File: src/rtl/branch_predictor.sv
// Dynamic branch predictor: PC-indexed table of 2-bit saturating counters,
// E-stage resolution against ALU flags, and saturating branch/mispredict statistics.
module branch_predictor #(
    parameter int ENTRIES     = 16,
    parameter int XLEN        = 32,
    parameter int STAT_W      = 16,
    parameter int STATIC_MODE = 0
) (
    input  logic              clk,
    input  logic              reset_n,
    input  logic              branch_D,
    input  logic              jump_D,
    input  logic [2:0]        funct3_D,
    input  logic [XLEN-1:0]   pc_D,
    input  logic              stall_E,
    input  logic              flush_E,
    input  logic              N,
    input  logic              Z,
    input  logic              C,
    output logic [1:0]        PCSrcE,
    output logic              predict_taken_D,
    output logic              mispredict_E,
    output logic [STAT_W-1:0] branch_count,
    output logic [STAT_W-1:0] mispredict_count
);
    localparam int IDX_W = $clog2(ENTRIES);
    localparam bit FORCE_TAKEN = (STATIC_MODE != 0);

    logic [1:0]       ctr [ENTRIES];
    logic [IDX_W-1:0] idx_D;
    logic             valid_E;
    logic [2:0]       funct3_E;
    logic [IDX_W-1:0] idx_E;
    logic             pred_E;
    logic             taken_E;
    logic             unused_pc;

    assign idx_D     = pc_D[IDX_W+1:2];
    assign unused_pc = ^{pc_D[XLEN-1:IDX_W+2], pc_D[1:0]};

    // Lookup reads the registered table, so a same-cycle update is not bypassed.
    assign predict_taken_D = branch_D & (FORCE_TAKEN | ctr[idx_D][1]);

    always_comb begin
        taken_E = 1'b0;
        case (funct3_E)
            3'b000:  taken_E = Z;
            3'b001:  taken_E = ~Z;
            3'b100:  taken_E = N;
            3'b101:  taken_E = ~N;
            3'b110:  taken_E = C;
            3'b111:  taken_E = ~C;
            default: taken_E = 1'b0;
        endcase
    end

    assign mispredict_E = valid_E & (taken_E != pred_E);

    always_comb begin
        PCSrcE = 2'b00;
        if (mispredict_E)
            PCSrcE = pred_E ? 2'b10 : 2'b11;
        else if (predict_taken_D | jump_D)
            PCSrcE = 2'b01;
    end

    // D->E register: flush wins over stall.
    always_ff @(posedge clk or negedge reset_n) begin
        if (!reset_n) begin
            valid_E  <= 1'b0;
            funct3_E <= 3'b000;
            idx_E    <= '0;
            pred_E   <= 1'b0;
        end else if (flush_E) begin
            valid_E <= 1'b0;
        end else if (!stall_E) begin
            valid_E  <= branch_D;
            funct3_E <= funct3_D;
            idx_E    <= idx_D;
            pred_E   <= predict_taken_D;
        end
    end

    // Training and statistics fire once, on the edge where the E branch leaves.
    always_ff @(posedge clk or negedge reset_n) begin
        if (!reset_n) begin
            for (int i = 0; i < ENTRIES; i++)
                ctr[i] <= 2'b01;
            branch_count     <= '0;
            mispredict_count <= '0;
        end else if (valid_E && !stall_E) begin
            if (taken_E && ctr[idx_E] != 2'b11)
                ctr[idx_E] <= ctr[idx_E] + 2'b01;
            else if (!taken_E && ctr[idx_E] != 2'b00)
                ctr[idx_E] <= ctr[idx_E] - 2'b01;
            if (branch_count != {STAT_W{1'b1}})
                branch_count <= branch_count + STAT_W'(1);
            if (mispredict_E && mispredict_count != {STAT_W{1'b1}})
                mispredict_count <= mispredict_count + STAT_W'(1);
        end
    end
endmodule

File: config.mk
export PLATFORM = sky130hd
export DESIGN_NAME = branch_predictor
export DESIGN_NICKNAME = d
export VERILOG_FILES = /design/src/rtl/branch_predictor.sv
export SDC_FILE = /design/constraint.sdc
export NUM_CORES = 1
export LEC_CHECK = 0
export CORE_ASPECT_RATIO = 2
export CORE_MARGIN = 8
export CORE_UTILIZATION = 30
export CTS_BUF_LIST = sky130_fd_sc_hd__clkbuf_4
export DETAILED_ROUTE_END_ITERATION = 6
export GPL_TIMING_DRIVEN = 0
export PLACE_DENSITY_LB_ADDON = 0.15
export SKIP_CTS_REPAIR_TIMING = 1
export SYNTH_ARGS = -nofsm -noshare
export SYNTH_HDL_FRONTEND = slang
export SYNTH_SLANG_ARGS = --single-unit
File: constraint.sdc
create_clock -name clk -period 3.7 [get_ports clk]
set_input_delay 0.555 -clock clk [delete_from_list [all_inputs] [get_ports clk]]
set_output_delay 0.555 -clock clk [all_outputs]
set_load 0.01 [all_outputs]
-- After elaboration in Yosys (flattened, before gate mapping)
Index checks and enable logic that the tools add are counted.
- register bits: 73
- output and inout port bits: 36
- input bits: 44
- word-level logic and storage cells: 81
- bitwise operators: 10
- add/sub/neg operators: 4
- reductions and logical operators: 14
- mux-type cells: 18
- eq/ne operators: 10
- magnitude comparators: 3
- operator list (cell ; number):
    $bwmux W32 ; 2
    $mux W32 ; 2
    $add A16 B1 Y16 const B ; 2
    $ne A16 B16 Y1 const B ; 2
    $bmux W2 S4 ; 2
    $eq A3 B3 Y1 const B ; 4
    $mux W2 ; 6
    $ge A5 B5 Y1 const B ; 2
    $not A4 Y5 ; 2
    $demux W2 S4 ; 1
    $reduce_and A2 Y1 ; 4
    $pmux W1 S6 ; 1
    $logic_and A1 B1 Y1 ; 5
    $lt A5 B1 Y1 const B ; 1
    $not A1 Y1 ; 5
    $mux W1 ; 4
    $reduce_bool A2 Y1 ; 2
    $eq A3 B1 Y1 const B ; 1
    $logic_not A3 Y1 ; 1
    $add A2 B1 Y2 const B ; 1
    $and A1 B1 Y1 ; 2
    $logic_not A1 Y1 ; 2
    $ne A2 B1 Y1 const B ; 1
    $ne A2 B2 Y1 const B ; 1
    3 further kinds ; 3

-- Longest topological paths before layout
Gate-level depths: netlist of run 1.
- word-level depth: 8
- depth in mapped cells: 12
- depth with buffers taken out: 11

-- Worst setup path before layout of run 1
OpenSTA, ideal clock, no wires.
- path type: register to register
- from: register idx_E[0]
- to: register ctr[1] (netlist bit)
- buffers on the path: 3
- setup slack: 0.553 ns
- arrival: 3.022 ns
- period minus slack after synthesis: 3.147 ns
- setup time: 0.125 ns
- data required time: 3.575 ns
- stages on the path, launching flop included: 11
- path through: dfrtp_1 -> buf_2 -> clkbuf_8 -> mux4_2 -> mux4_2 -> ha_1 -> inv_1 -> nor3_2 -> buf_6 -> nor4_1 -> mux2_2
- longest elaborated chain between the ends: 8
- elaborated cells on any way between the ends: 21
- those cells by class: add/sub (2); order compare (2); eq/ne (1); mux (9); bitwise (1); reduce/logical (6)
- ends and longest elaborated chain (item ; line ; source):
    start: declaration ; 33 ; logic [IDX_W-1:0] idx_E;
    start signal: assignment ; 79 ; idx_E <= idx_D;
    $not A4 Y5 (implied by the code) (*) ; -- ;
    $bmux W2 S4 (tied with other cells) ; -- ;
    $mux W2 (implied by the code) or $logic_and A1 B1 Y1 (tied branches) ; -- ;
    $mux W2 (on tied branches) ; -- ;
    $sub A2 B1 Y2 (tied with other cells) ; 95 ; ctr[idx_E] <= ctr[idx_E] - 2'b01;
    $bwmux W32 (tied with other cells) ; 95 ;
    $mux W32 or $reduce_bool A2 Y1 (tied branches) ; -- ;
    $mux W32 or $reduce_and A2 Y1 (tied branches) ; -- ;
    end signal: indexed assignment ; 93 ; ctr[idx_E] <= ctr[idx_E] + 2'b01;
    end signal: indexed assignment ; 95 ;
    end: declaration ; 29 ; logic [1:0] ctr [ENTRIES];
Every way passes the cells marked *; elsewhere a longest branch is shown, timed or not. The select of a mux whose other input is x is not followed.
A chain may end at the register's enable or synchronous reset.

-- Worst setup path in the final report of run 1
Ends and elaborated chain as after synthesis.

==> results of run 1 <==
==> area by class of cell <==
type                    instances  area, um2  share of cell area [%]
clock inverters                 7      95.09                   1.871
clock buffers                   9      67.56                   1.330
well taps                     157      196.4                   3.866
inverters                      10      37.54                  0.7387
multi-input cells             253       2165                   42.60
flip-flops and latches         73       1847                   36.35
repair buffers                 51      525.5                   10.34
diodes                          1      2.502                 0.04925
plain buffers                  15      145.1                   2.856
==> synthesized netlist by cell type, types with 2 or more instances <==
master | count | area, um2
or2_2 | 4 | 25.02
and2_2 | 2 | 15.01
nor3b_1 | 3 | 22.52
clkbuf_1 | 3 | 11.26
mux4_2 | 9 | 202.7
nand2b_1 | 5 | 31.28
buf_4 | 2 | 15.01
nand3b_1 | 3 | 22.52
nor2b_1 | 2 | 12.51
or4_1 | 2 | 15.01
nand2_1 | 19 | 71.32
o21ai_0 | 7 | 35.03
mux2_4 | 2 | 30.03
or3_1 | 2 | 12.51
and3_1 | 3 | 18.77
nor4_4 | 9 | 191.4
xor2_1 | 31 | 271.5
nand4_1 | 15 | 93.84
dfrtp_1 | 57 | 1426
nor3_1 | 5 | 25.02
nor2_1 | 29 | 108.9
mux2i_1 | 10 | 100.1
clkbuf_8 | 6 | 82.58
nor4_1 | 8 | 50.05
ha_1 | 4 | 50.05
or2b_2 | 2 | 17.52
mux2_2 | 32 | 360.4
dfstp_2 | 16 | 420.4
inv_1 | 10 | 37.54
nand3_1 | 17 | 85.08
xnor2_1 | 9 | 78.83
==> metrics by stage <==
stage | cell area (um2) | hold slack [ns]
final | 5081 | 0.04652
after global placement | 4863 | 0.4588
after detailed placement | 4888 | 0.4609
after CTS | 5051 | 0.03560
after floorplan | 4167 | 0.2594
after global routing | 5081 | 0.05056
==> cell families (layout without fill, tap and decap cells) <==
kind of cell	Yosys count	count (layout)	share of synthesized area, %
compound gates	16	16	3.213
xor+xnor	40	40	8.409
fa+ha+maj	4	4	1.201
buf+inv	25	92	4.384
flops	73	73	44.32
mux	53	53	16.64
other cells	0	1	0
simple gates	140	140	21.83
==> worst max-delay path, delay by kind of cell, from the launching register on <==
family	cells	cell delay (ns)
flip-flops	1	0.34
AND/OR/NAND/NOR	2	0.61
buffers and inverters	4	0.79
multiplexers	3	1.39
adder cells (fa/ha/maj)	1	0.21
==> final timing paths <==
check                                              to  slack [ns]  depth (start not counted)
setup / recovery                   ctr[1]$_DFFE_PN0P_        0.24                         10
hold / removal                funct3_E[0]$_DFFE_PN0P_        0.05                          1
setup reg to reg                   ctr[1]$_DFFE_PN0P_        0.24                         10
hold reg to reg                             flip-flop        0.47                          2
max in group asynchronous  asynchronous set/reset pin        3.02                          2
min in group clk                            flip-flop        0.47                          2
==> power by group through the flow <==
stage	sequential, W	combinational, W	clock, W
2_1_floorplan	0.00111	0.000499	0
3_3_place_gp	0.00113	0.000773	0
3_5_place_dp	0.00113	0.000777	0
4_1_cts	0.00112	0.000781	0.000608
5_1_grt	0.00114	0.000859	0.000639
6_report	0.00111	0.000786	0.000581
==> metal layers <==
layer,vias to the layer above,routed length [um],track usage [%]
li1,1385,-,-
met1,1458,4724,15.62
met2,46,4702,17.97
met3,14,341,2.863
met4,0,168,4.027
met5,-,0,0
==> metrics.md, run 1 <==
| Metric | Value |
|---|---|
| Mean routed wirelength per cell | `17.25 um` |
| CTS tree | `yes` |
| CP arrival | `3.79 ns` |
| Layout cells sized above 1 | `28.47%` |
| MaxCap Viol Count | `0` |
| Die Y | `182.7 um` |
| CP max-delay cell | `mux4_2` |
| Vias in the first global route | `3004` |
| Most used cell, CP | `mux4_2` |
| Reg-to-reg startpoint | `idx_E[0]$_DFFE_PN0P_` |
| DP HPWL | `7.323 mm` |
| Sink Count | `73` |
| Max_slew headroom | `50.80%` |
| RSZ-0062 raised after global routing | `false` |
| Pint | `0.001637 W` |
| Fmax | `0.2889 GHz` |
| Via count | `2903` |
| Final Power | `0.002481 W` |
| Largest net degree at the start of global routing | `43` |
| Kind of critical path | `flip-flop to flip-flop` |
| DRC violations left | `0` |
| Total track usage | `11.73%` |
| Initial antenna violation count | `1` |
| Power per cell area | `488.4 nW/um2` |
| Num ports | `80` |
| Warnings, synthesis | `0` |
| Setup TNS | `0 ns` |
| CP Launch Type | `flip-flop` |
| Fill cells | `1380` |
| Worst setup slack after placement | `0.01671 ns` |
| P_leak | `2.119 nW` |
| Fin. max-slew vios | `0` |
| Syn Std Cell Area | `4166 um2` |
| Combinational fraction of design power | `31.7%` |
| CP startpoint | `idx_E[0]$_DFFE_PN0P_` |
| Rows | `61` |
| Worst-path fanout max | `10` |
| FFs w/ async S/R, synth | `100.0%` |
| Avg Synthesized Cell Area | `11.87 um2` |
| Fin. Hold Viols | `0` |
| Syn nets | `399` |
| Chip Width | `99.33 um` |
| Required time of the critical path | `4.03 ns` |
| First DRT Iteration DRCs | `160` |
| Sw Pwr | `0.0008441 W` |
| CP max stage delay | `0.51 ns` |
| Total CTS buffers | `9` |
| Outcome | `finished, final reports clean` |
| Flop pwr share | `44.9%` |
| Die Area | `18140 um2` |
| Hold Path Class | `input pin to asynchronous set/reset pin` |
| Fin crit period | `3.461 ns` |
| CTS root buf | `clkbuf_4` |
| Post-route ant nets | `0` |
| Max clock buf depth | `2` |
| H-Tree Level Count | `3` |
| Skew final | `0.01584 ns` |
| I/O Buffers | `50` |
| First-pass GRT wire length | `16.82 mm` |
| Final GP Congestion | `0.7514` |
| Syn Inst Count | `351` |
| Routed WL | `9.937 mm` |
| Clk pwr share | `23.4%` |
| Core ar. | `13740 um2` |
| Via density | `5.040` |
| Clock transition at path regs | `0.13 ns` |
| Netlist cell types | `54` |
| Grt ovf | `0` |
| Final worst setup slack | `0.2390 ns` |
| Worst path cell trace | `buf_2 -> clkbuf_8 -> mux4_2 -> mux4_2 -> ha_1 -> inv_1 -> nor3_2 -> buf_6 -> nor4_1 -> mux2_2` |
| Non-Filler Instances | `576` |
| Final Setup Violations | `0` |
| Share of the clock period used by the worst path | `93.54%` |
| Clk Latency, worst-skew pair | `0.44 ns` |
| Slew @ Worst Pin | `0.7353 ns` |
| FF+latch count, synth | `73` |
| Commonest non-fill, non-tap cells in the layout | `57 x dfrtp_1, 49 x clkdlybuf4s50_1, 32 x mux2_2, 30 x xor2_1, 29 x nor2_1` |
| VDD IR max | `0.0002924 V` |
| Sequential share of the synthesized area | `44.32%` |
| Leading cell type in the layout, fill and taps excluded | `dfrtp_1` |
| Placed Cells | `559` |
| Initial Utilization | `30.33%` |
| Post-synth EDFFs | `0` |
| Area grow syn2layout | `21.95%` |
| Top_reg_cell synth | `dfrtp_1` |
| Nets | `461` |
| First-pass detailed-route iteration total | `6` |
| CP Capture Type | `flip-flop` |
| Sw frac | `34.02%` |
| Final Core Density | `36.99%` |
(Power assumes the default switching activity.)
==> run 2: changes to the inputs <==
--- a/config.mk
+++ b/config.mk
@@ -5,6 +5,7 @@
 export SDC_FILE = /design/constraint.sdc
 export NUM_CORES = 1
 export LEC_CHECK = 0
+export ABC_AREA = 1
 export CORE_ASPECT_RATIO = 2
 export CORE_MARGIN = 8
 export CORE_UTILIZATION = 30
==> run 2 against run 1 <==
  * Cell count is 47% higher
  * Critical endpoint is now PCSrcE[0]
  * Fmax up 6.5%
  * Sequential cell count did not move
  * Wire length increased by 21%
  * Cell area is 1.3% higher
  * Count of clock-buffer cells in the layout grew 1
  * Largest power group unchanged
  * Total power down 8.7%
  * Non-clock buffer count increased by 2
  * Global-route usage increased by 2.0 points
  * Highest routed layer unchanged
  * First-iteration DRC count shrank 34%
  * Clock power fell by 22%
  * Register-to-register slack better by 0.48 ns
==> metrics.md, run 2 <==
| Metric | Value |
|---|---|
| Outcome | `finished, final reports clean` |
| Fin crit period | `3.249 ns (-0.2117 ns)` |
| Total CTS buffers | `9 (unchanged)` |
| Syn Inst Count | `590 (+68%)` |
| Fmax | `0.3078 GHz (+6.5%)` |
| Grt ovf | `0 (unchanged)` |
| Required time of the critical path | `3.14 ns (-0.89 ns)` |
| Netlist cell types | `31 (-43%)` |
| Fin. Hold Viols | `0 (unchanged)` |
| Nets | `701 (+52%)` |
| CP Capture Type | `primary output` |
| Worst path cell trace | `clkdlybuf4s50_1 -> inv_1 -> nand2_1 -> nand3_1 -> nand3_1 -> nand2_1 -> nand2_1 -> nand2_1 -> nor2_2 -> buf_6 -> buf_6 -> nand2_1 -> nand2_1 -> clkdlybuf4s50_1` |
| Via density | `4.629 (-8.2%)` |
| Warnings, synthesis | `0 (unchanged)` |
| Fin. max-slew vios | `0 (unchanged)` |
| Chip Width | `100.3 um (+0.97%)` |
| Post-DP Area | `5027 um2 (+2.8%)` |
| Largest cells by area after synthesis | `dfrtp_1 33%, nand2_1 16%, dfstp_2 9.9%, nand3_1 7.5%, inv_1 6.4%` |
| Die Area | `18510 um2 (+2.0%)` |
| Largest net degree at the start of global routing | `38 (-12%)` |
| Commonest cells in the netlist | `184 x nand2_1, 73 x inv_1, 73 x nor2_1` |
| Most numerous cell in the Yosys netlist | `nand2_1` |
| Synth top area share | `33.46% (-0.77 points)` |
| Pint | `0.001393 W (-15%)` |
| Combinational fraction of design power | `32.2% (+0.5 points)` |
| CP bufs+invs | `5 (+1)` |
| Hold Path Class | `input pin to asynchronous set/reset pin` |
| DP HPWL | `9.521 mm (+30%)` |
| Post-route ant nets | `0 (unchanged)` |
| Syn nets | `638 (+60%)` |
| First-pass detailed-route iteration total | `5 (-1)` |
| Avg Synthesized Cell Area | `7.225 um2 (-39%)` |
| Flop pwr share | `47.8% (+2.9 points)` |
| Routed WL | `12.06 mm (+21%)` |
| Sw Pwr | `0.0008733 W (+3.5%)` |
| Post-synth EDFFs | `0 (unchanged)` |
| Skew final | `0.01935 ns (+0.003508 ns)` |
| CP arrival | `2.69 ns (-1.10 ns)` |
| Die Y | `184.6 um (+1.1%)` |
| Kind of critical path | `input pin to primary output` |
| Total track usage | `13.70% (+2.0 points)` |
| I/O Buffers | `51 (+2.0%)` |
| Max_slew headroom | `65.71% (+15 points)` |
| Yosys top cell by area | `dfrtp_1` |
| MaxCap Viol Count | `0 (unchanged)` |
| Worst-path fanout max | `11 (+1)` |
| RSZ-0062 raised after global routing | `false` |
| Multi-input gate area | `2012 um2 (-7.1%)` |
| Commonest non-fill, non-tap cells in the layout | `184 x nand2_1, 73 x inv_1, 73 x nor2_1, 64 x nand3_1, 57 x dfrtp_1` |
| FF+latch count, synth | `73 (unchanged)` |
| Most used cell, CP | `nand2_1` |
| Max clock buf depth | `2 (unchanged)` |
| Layout cells sized above 1 | `9.574% (-19 points)` |
| P_leak | `2.521 nW (+19%)` |
| Clock transition at path regs | `0.12 ns (about the same)` |
| CP max-delay cell | `clkdlybuf4s50_1` |
| Clk pwr share | `20.0% (-3.4 points)` |
| H-Tree Level Count | `3 (unchanged)` |
| FF+latch area | `1847 um2 (unchanged)` |
| First DRT Iteration DRCs | `105 (-34%)` |
| Mean routed wirelength per cell | `14.22 um (-18%)` |
| Syn Std Cell Area | `4263 um2 (+2.3%)` |
| CP Launch Type | `input pin` |
| Via count | `3925 (+35%)` |
| CP max stage delay | `0.53 ns (+0.02 ns)` |
| Power per cell area | `440.2 nW/um2 (-9.9%)` |
| Clk Latency, worst-skew pair | `0.45 ns (about the same)` |
| Top_reg_cell synth | `dfrtp_1` |
| Delay-heaviest family, CP | `buffers and inverters` |
| Initial Utilization | `30.69% (+0.36 points)` |
| Fill cells | `1561 (+13%)` |
| Initial antenna violation count | `1 (unchanged)` |
| DRC violations left | `0 (unchanged)` |
| First-pass GRT wire length | `19.60 mm (+17%)` |
| VDD IR max | `0.0002266 V (-22%)` |
| Slew @ Worst Pin | `0.5143 ns (-0.2211 ns)` |
| Leading cell type in the layout, fill and taps excluded | `nand2_1` |
| Area grow syn2layout | `20.75%` |
| Sink Count | `73 (unchanged)` |
| CTS root buf | `clkbuf_4` |
| Sw frac | `38.54% (+4.5 points)` |
| Final Power | `0.002266 W (-8.7%)` |
| Rows | `61 (unchanged)` |
| Final GP Congestion | `0.8939 (+19%)` |
| Vias in the first global route | `4118 (+37%)` |
| Share of the clock period used by the worst path | `87.82% (-5.7 points)` |
| CTS tree | `yes` |
| FFs w/ async S/R, synth | `100.0% (unchanged)` |
| Final Setup Violations | `0 (unchanged)` |
| Core ar. | `13890 um2 (+1.1%)` |
| Sequential share of the synthesized area | `43.32% (-1.0 points)` |
| Final Cell Area | `5147 um2 (+1.3%)` |
| Num ports | `80 (unchanged)` |
run 2: cell count changes after synthesis, moves of 10 or more:
| cell | before | now |
|---|---|---|
| nand2_1 | 19 | 184 |
| inv_1 | 10 | 73 |
| nand3_1 | 17 | 64 |
| nor2_1 | 29 | 73 |
| mux2_2 | 32 | 1 |
| o21ai_0 | 7 | 24 |
| mux2i_1 | 10 | 0 |
| xor2_1 | 31 | 21 |
run 2: layout make-up:
cell class | count | area share [%]
Multi-Input combinational cell | 424 | 39.09
Sequential cell | 73 | 35.88
Timing Repair Buffer | 52 | 10.26
Inverter | 77 | 5.615
Tap cell | 189 | 4.594
Buffer | 16 | 2.236
Clock buffer | 10 | 1.458
Clock inverter | 6 | 0.8264
Antenna cell | 1 | 0.04861
run 2: power by group through the flow:
stage	Clock [W]	Sequential (W)	Combinational [W]
after floorplan	0	0.00108	0.000445
after global placement	0	0.00110	0.000732
after detailed placement	0	0.00110	0.000743
after CTS	0.000474	0.00109	0.000746
after global routing	0.000505	0.00110	0.000821
final	0.000454	0.00108	0.000729
run 2: per-layer routing:
layer	part of all wire, %	GRT usage, %
met3	3.3	2.797
met4	4.6	8.780
met1	35	11.65
met2	57	27.29
met5	0	0
run 2: through the flow:
step	hold slack, ns	worst slack (ns)	setup TNS [ns]	cells	utilization [%]
global placement	0.4600	-0.5938	-33.61	830	36.07
global route	0.07072	0.2698	0	848	37.06
detailed placement	0.4663	0.4129	0	831	36.19
floorplan	0.2594	1.462	0	590	-
finish	0.05967	0.4506	0	848	37.06
CTS	0.06405	0.4048	0	847	37.04
run 2: path summary, 6_finish.rpt:
path,slack (ns),cells past startpoint,end,from
min in group clk,0.48,2,flip-flop,flip-flop
max in group asynchronous,2.99,2,asynchronous set/reset pin,reset_n
setup reg to reg,0.72,17,ctr[3]$_DFFE_PN0P_,idx_E[0]$_DFFE_PN0P_
hold / removal,0.06,1,ctr[21]$_DFFE_PN0P_,reset_n
setup / recovery,0.45,14,PCSrcE[0],N
hold reg to reg,0.48,2,flip-flop,flip-flop
run 2: cell families after synthesis:
kind of cell,share of synthesized area [%]
simple gates,35.02
buf+inv,9.480
flops,43.32
compound gates,5.019
xor+xnor,5.724
fa+ha+maj,1.174
mux,0.2641
run 2: worst register-to-register path: stages, from the launching register on:
cell,delay (ns)
dfrtp_1,0.42
inv_1,0.12
nor2_1,0.07
inv_2,0.08
buf_2,0.23
nor2_1,0.07
nor2_1,0.09
nand2_1,0.06
nand2_1,0.08
nand2_1,0.11
nor2_4,0.21
buf_6,0.19
inv_1,0.05
ha_1,0.33
xor2_2,0.42
buf_4,0.28
nand2_1,0.07
nand2_1,0.06
==> run 3: changes to the inputs <==
--- a/config.mk
+++ b/config.mk
@@ -12,8 +12,10 @@
 export CTS_BUF_LIST = sky130_fd_sc_hd__clkbuf_4
 export DETAILED_ROUTE_END_ITERATION = 6
 export GPL_TIMING_DRIVEN = 0
+export HOLD_SLACK_MARGIN = 0.15
 export PLACE_DENSITY_LB_ADDON = 0.15
 export SKIP_CTS_REPAIR_TIMING = 1
+export SKIP_LAST_GASP = 1
 export SYNTH_ARGS = -nofsm -noshare
 export SYNTH_HDL_FRONTEND = slang
 export SYNTH_SLANG_ARGS = --single-unit
==> run 3 against run 2 <==
  * Cell area is 0.19% higher
  * Fmax hardly changed
  * Global-route usage stayed put
  * Largest power group unchanged
==> metrics.md, run 3 (same netlist as run 2, synthesis figures left out) <==
| Metric | Value |
|---|---|
| Hold slack | `0.4813 ns (+0.4217 ns)` |
| Outcome | `finished, final reports clean` |
| Sink Count | `73 (unchanged)` |
| Total track usage | `13.70% (unchanged)` |
| DP HPWL | `9.521 mm (unchanged)` |
| Fill cells | `1559 (-0.13%)` |
| Leading cell type in the layout, fill and taps excluded | `nand2_1` |
| Initial antenna violation count | `1 (unchanged)` |
| Fin crit period | `3.249 ns (-0.0003180 ns)` |
| Area grow syn2layout | `20.99%` |
| Die Y | `184.6 um (unchanged)` |
| First DRT Iteration DRCs | `140 (+33%)` |
| Post-DP Area | `5027 um2 (unchanged)` |
| Clk pwr share | `20.0% (about the same)` |
| Via density | `4.611 (-0.37%)` |
| CP arrival | `2.69 ns (about the same)` |
| CP Launch Type | `input pin` |
| Flop pwr share | `47.8% (about the same)` |
| I/O Buffers | `51 (unchanged)` |
| Largest net degree at the start of global routing | `38 (unchanged)` |
| Chip Width | `100.3 um (unchanged)` |
| Fmax | `0.3078 GHz (about the same)` |
| First-pass detailed-route iteration total | `4 (-1)` |
| Commonest non-fill, non-tap cells in the layout | `184 x nand2_1, 73 x inv_1, 73 x nor2_1, 64 x nand3_1, 57 x dfrtp_1` |
| RSZ-0062 raised after global routing | `false` |
| Layout cells sized above 1 | `9.560% (-0.015 points)` |
| Grt ovf | `0 (unchanged)` |
| VDD IR max | `0.0002266 V (about the same)` |
| Clock transition at path regs | `0.12 ns (about the same)` |
| Non-Filler Instances | `849 (+0.12%)` |
| CP Capture Type | `primary output` |
| Post-route ant nets | `0 (unchanged)` |
| Max_slew headroom | `65.74% (about the same)` |
| Fin. max-slew vios | `0 (unchanged)` |
| Die Area | `18510 um2 (unchanged)` |
| MaxCap Viol Count | `0 (unchanged)` |
| Final GP Congestion | `0.8939 (unchanged)` |
| Num ports | `80 (unchanged)` |
| Pint | `0.001393 W (about the same)` |
| Required time of the critical path | `3.14 ns (about the same)` |
| Core ar. | `13890 um2 (unchanged)` |
| CTS root buf | `clkbuf_4` |
| First-pass GRT wire length | `19.60 mm (unchanged)` |
| Final Setup Violations | `0 (unchanged)` |
| Share of the clock period used by the worst path | `87.81% (about the same)` |
| Sw frac | `38.44% (-0.10 points)` |
| Max clock buf depth | `2 (unchanged)` |
| Rows | `61 (unchanged)` |
| Combinational fraction of design power | `32.2% (about the same)` |
| Mean routed wirelength per cell | `14.12 um (-0.69%)` |
| Fin. Hold Viols | `0 (unchanged)` |
| P_leak | `2.526 nW (+0.17%)` |
| Placed Cells | `831 (unchanged)` |
| Initial Utilization | `30.69% (unchanged)` |
| Total CTS buffers | `9 (unchanged)` |
| Nets | `702 (+0.14%)` |
| Sw Pwr | `0.0008700 W (-0.39%)` |
| Skew final | `0.01998 ns (+0.0006279 ns)` |
| CTS tree | `yes` |
| Vias in the first global route | `4118 (unchanged)` |
| DRC violations left | `0 (unchanged)` |
| Routed WL | `11.99 mm (-0.57%)` |
| Worst-path fanout max | `11 (unchanged)` |
| Via count | `3915 (-0.25%)` |
| Slew @ Worst Pin | `0.5139 ns (-0.0003312 ns)` |
| H-Tree Level Count | `3 (unchanged)` |
| Hold Path Class | `flip-flop to flip-flop` |
| Final Cell Area | `5157 um2 (+0.19%)` |
| Clk Latency, worst-skew pair | `0.45 ns (about the same)` |
| Kind of critical path | `input pin to primary output` |
| Power per cell area | `438.9 nW/um2 (-0.31%)` |
[run 3: power groups by stage]
| stage | logic, W | clock network (W) | registers (W) |
|---|---|---|---|
| floorplan | 0.000445 | 0 | 0.00108 |
| finish | 0.000729 | 0.000452 | 0.00108 |
| global placement | 0.000732 | 0 | 0.00110 |
| CTS | 0.000746 | 0.000474 | 0.00109 |
| detailed placement | 0.000743 | 0 | 0.00110 |
| global route | 0.000822 | 0.000505 | 0.00110 |
[run 3: path summary, 6_finish.rpt]
check	startpoint	to	slack, ns	depth (start not counted)
max	N	PCSrcE[0]	0.45	14
max in group asynchronous	reset_n	asynchronous set/reset pin	2.45	3
min in group asynchronous	reset_n	ctr[21]$_DFFE_PN0P_	0.60	2
min reg2reg	flip-flop	flip-flop	0.48	2
max reg2reg	idx_E[0]$_DFFE_PN0P_	ctr[3]$_DFFE_PN0P_	0.72	17
min	flip-flop	flip-flop	0.48	2
[run 3: through the flow]
| stage | setup WS (ns) | setup TNS, ns | power [W] | utilization, % |
|---|---|---|---|---|
| after floorplan | 1.462 | 0 | 0.001526 | - |
| after global placement | -0.5938 | -33.61 | 0.001830 | 36.07 |
| after detailed placement | 0.4129 | 0 | 0.001843 | 36.19 |
| after CTS | 0.4048 | 0 | 0.002306 | 37.04 |
| after global routing | 0.2698 | 0 | 0.002431 | 37.13 |
| final | 0.4510 | 0 | 0.002263 | 37.13 |
[run 3: final cells by class]
cell class	count	area (um2)	area share (%)
Inverter	77	289.0	5.604
Sequential cell	73	1847	35.81
Timing Repair Buffer	53	538.0	10.43
Clock inverter	6	42.54	0.8248
Buffer	16	115.1	2.232
Tap cell	189	236.5	4.585
Clock buffer	10	75.07	1.456
Multi-Input combinational cell	424	2012	39.01
Antenna cell	1	2.502	0.04852
[run 3: per-layer routing]
layer,track usage (%),vias up,wire (um)
li1,-,1974,-
met1,11.65,1834,4244
met2,27.29,76,6789
met3,2.797,31,398
met4,8.780,0,559
met5,0,-,0
[run 3: critical path, stage by stage]
cell and delay (ns):
clkdlybuf4s50_1 0.48, inv_1 0.04, nand2_1 0.06, nand3_1 0.06, nand3_1 0.09, nand2_1 0.12
nand2_1 0.08, nand2_1 0.06, nor2_2 0.15, buf_6 0.17, buf_6 0.16, nand2_1 0.06
nand2_1 0.06, clkdlybuf4s50_1 0.53
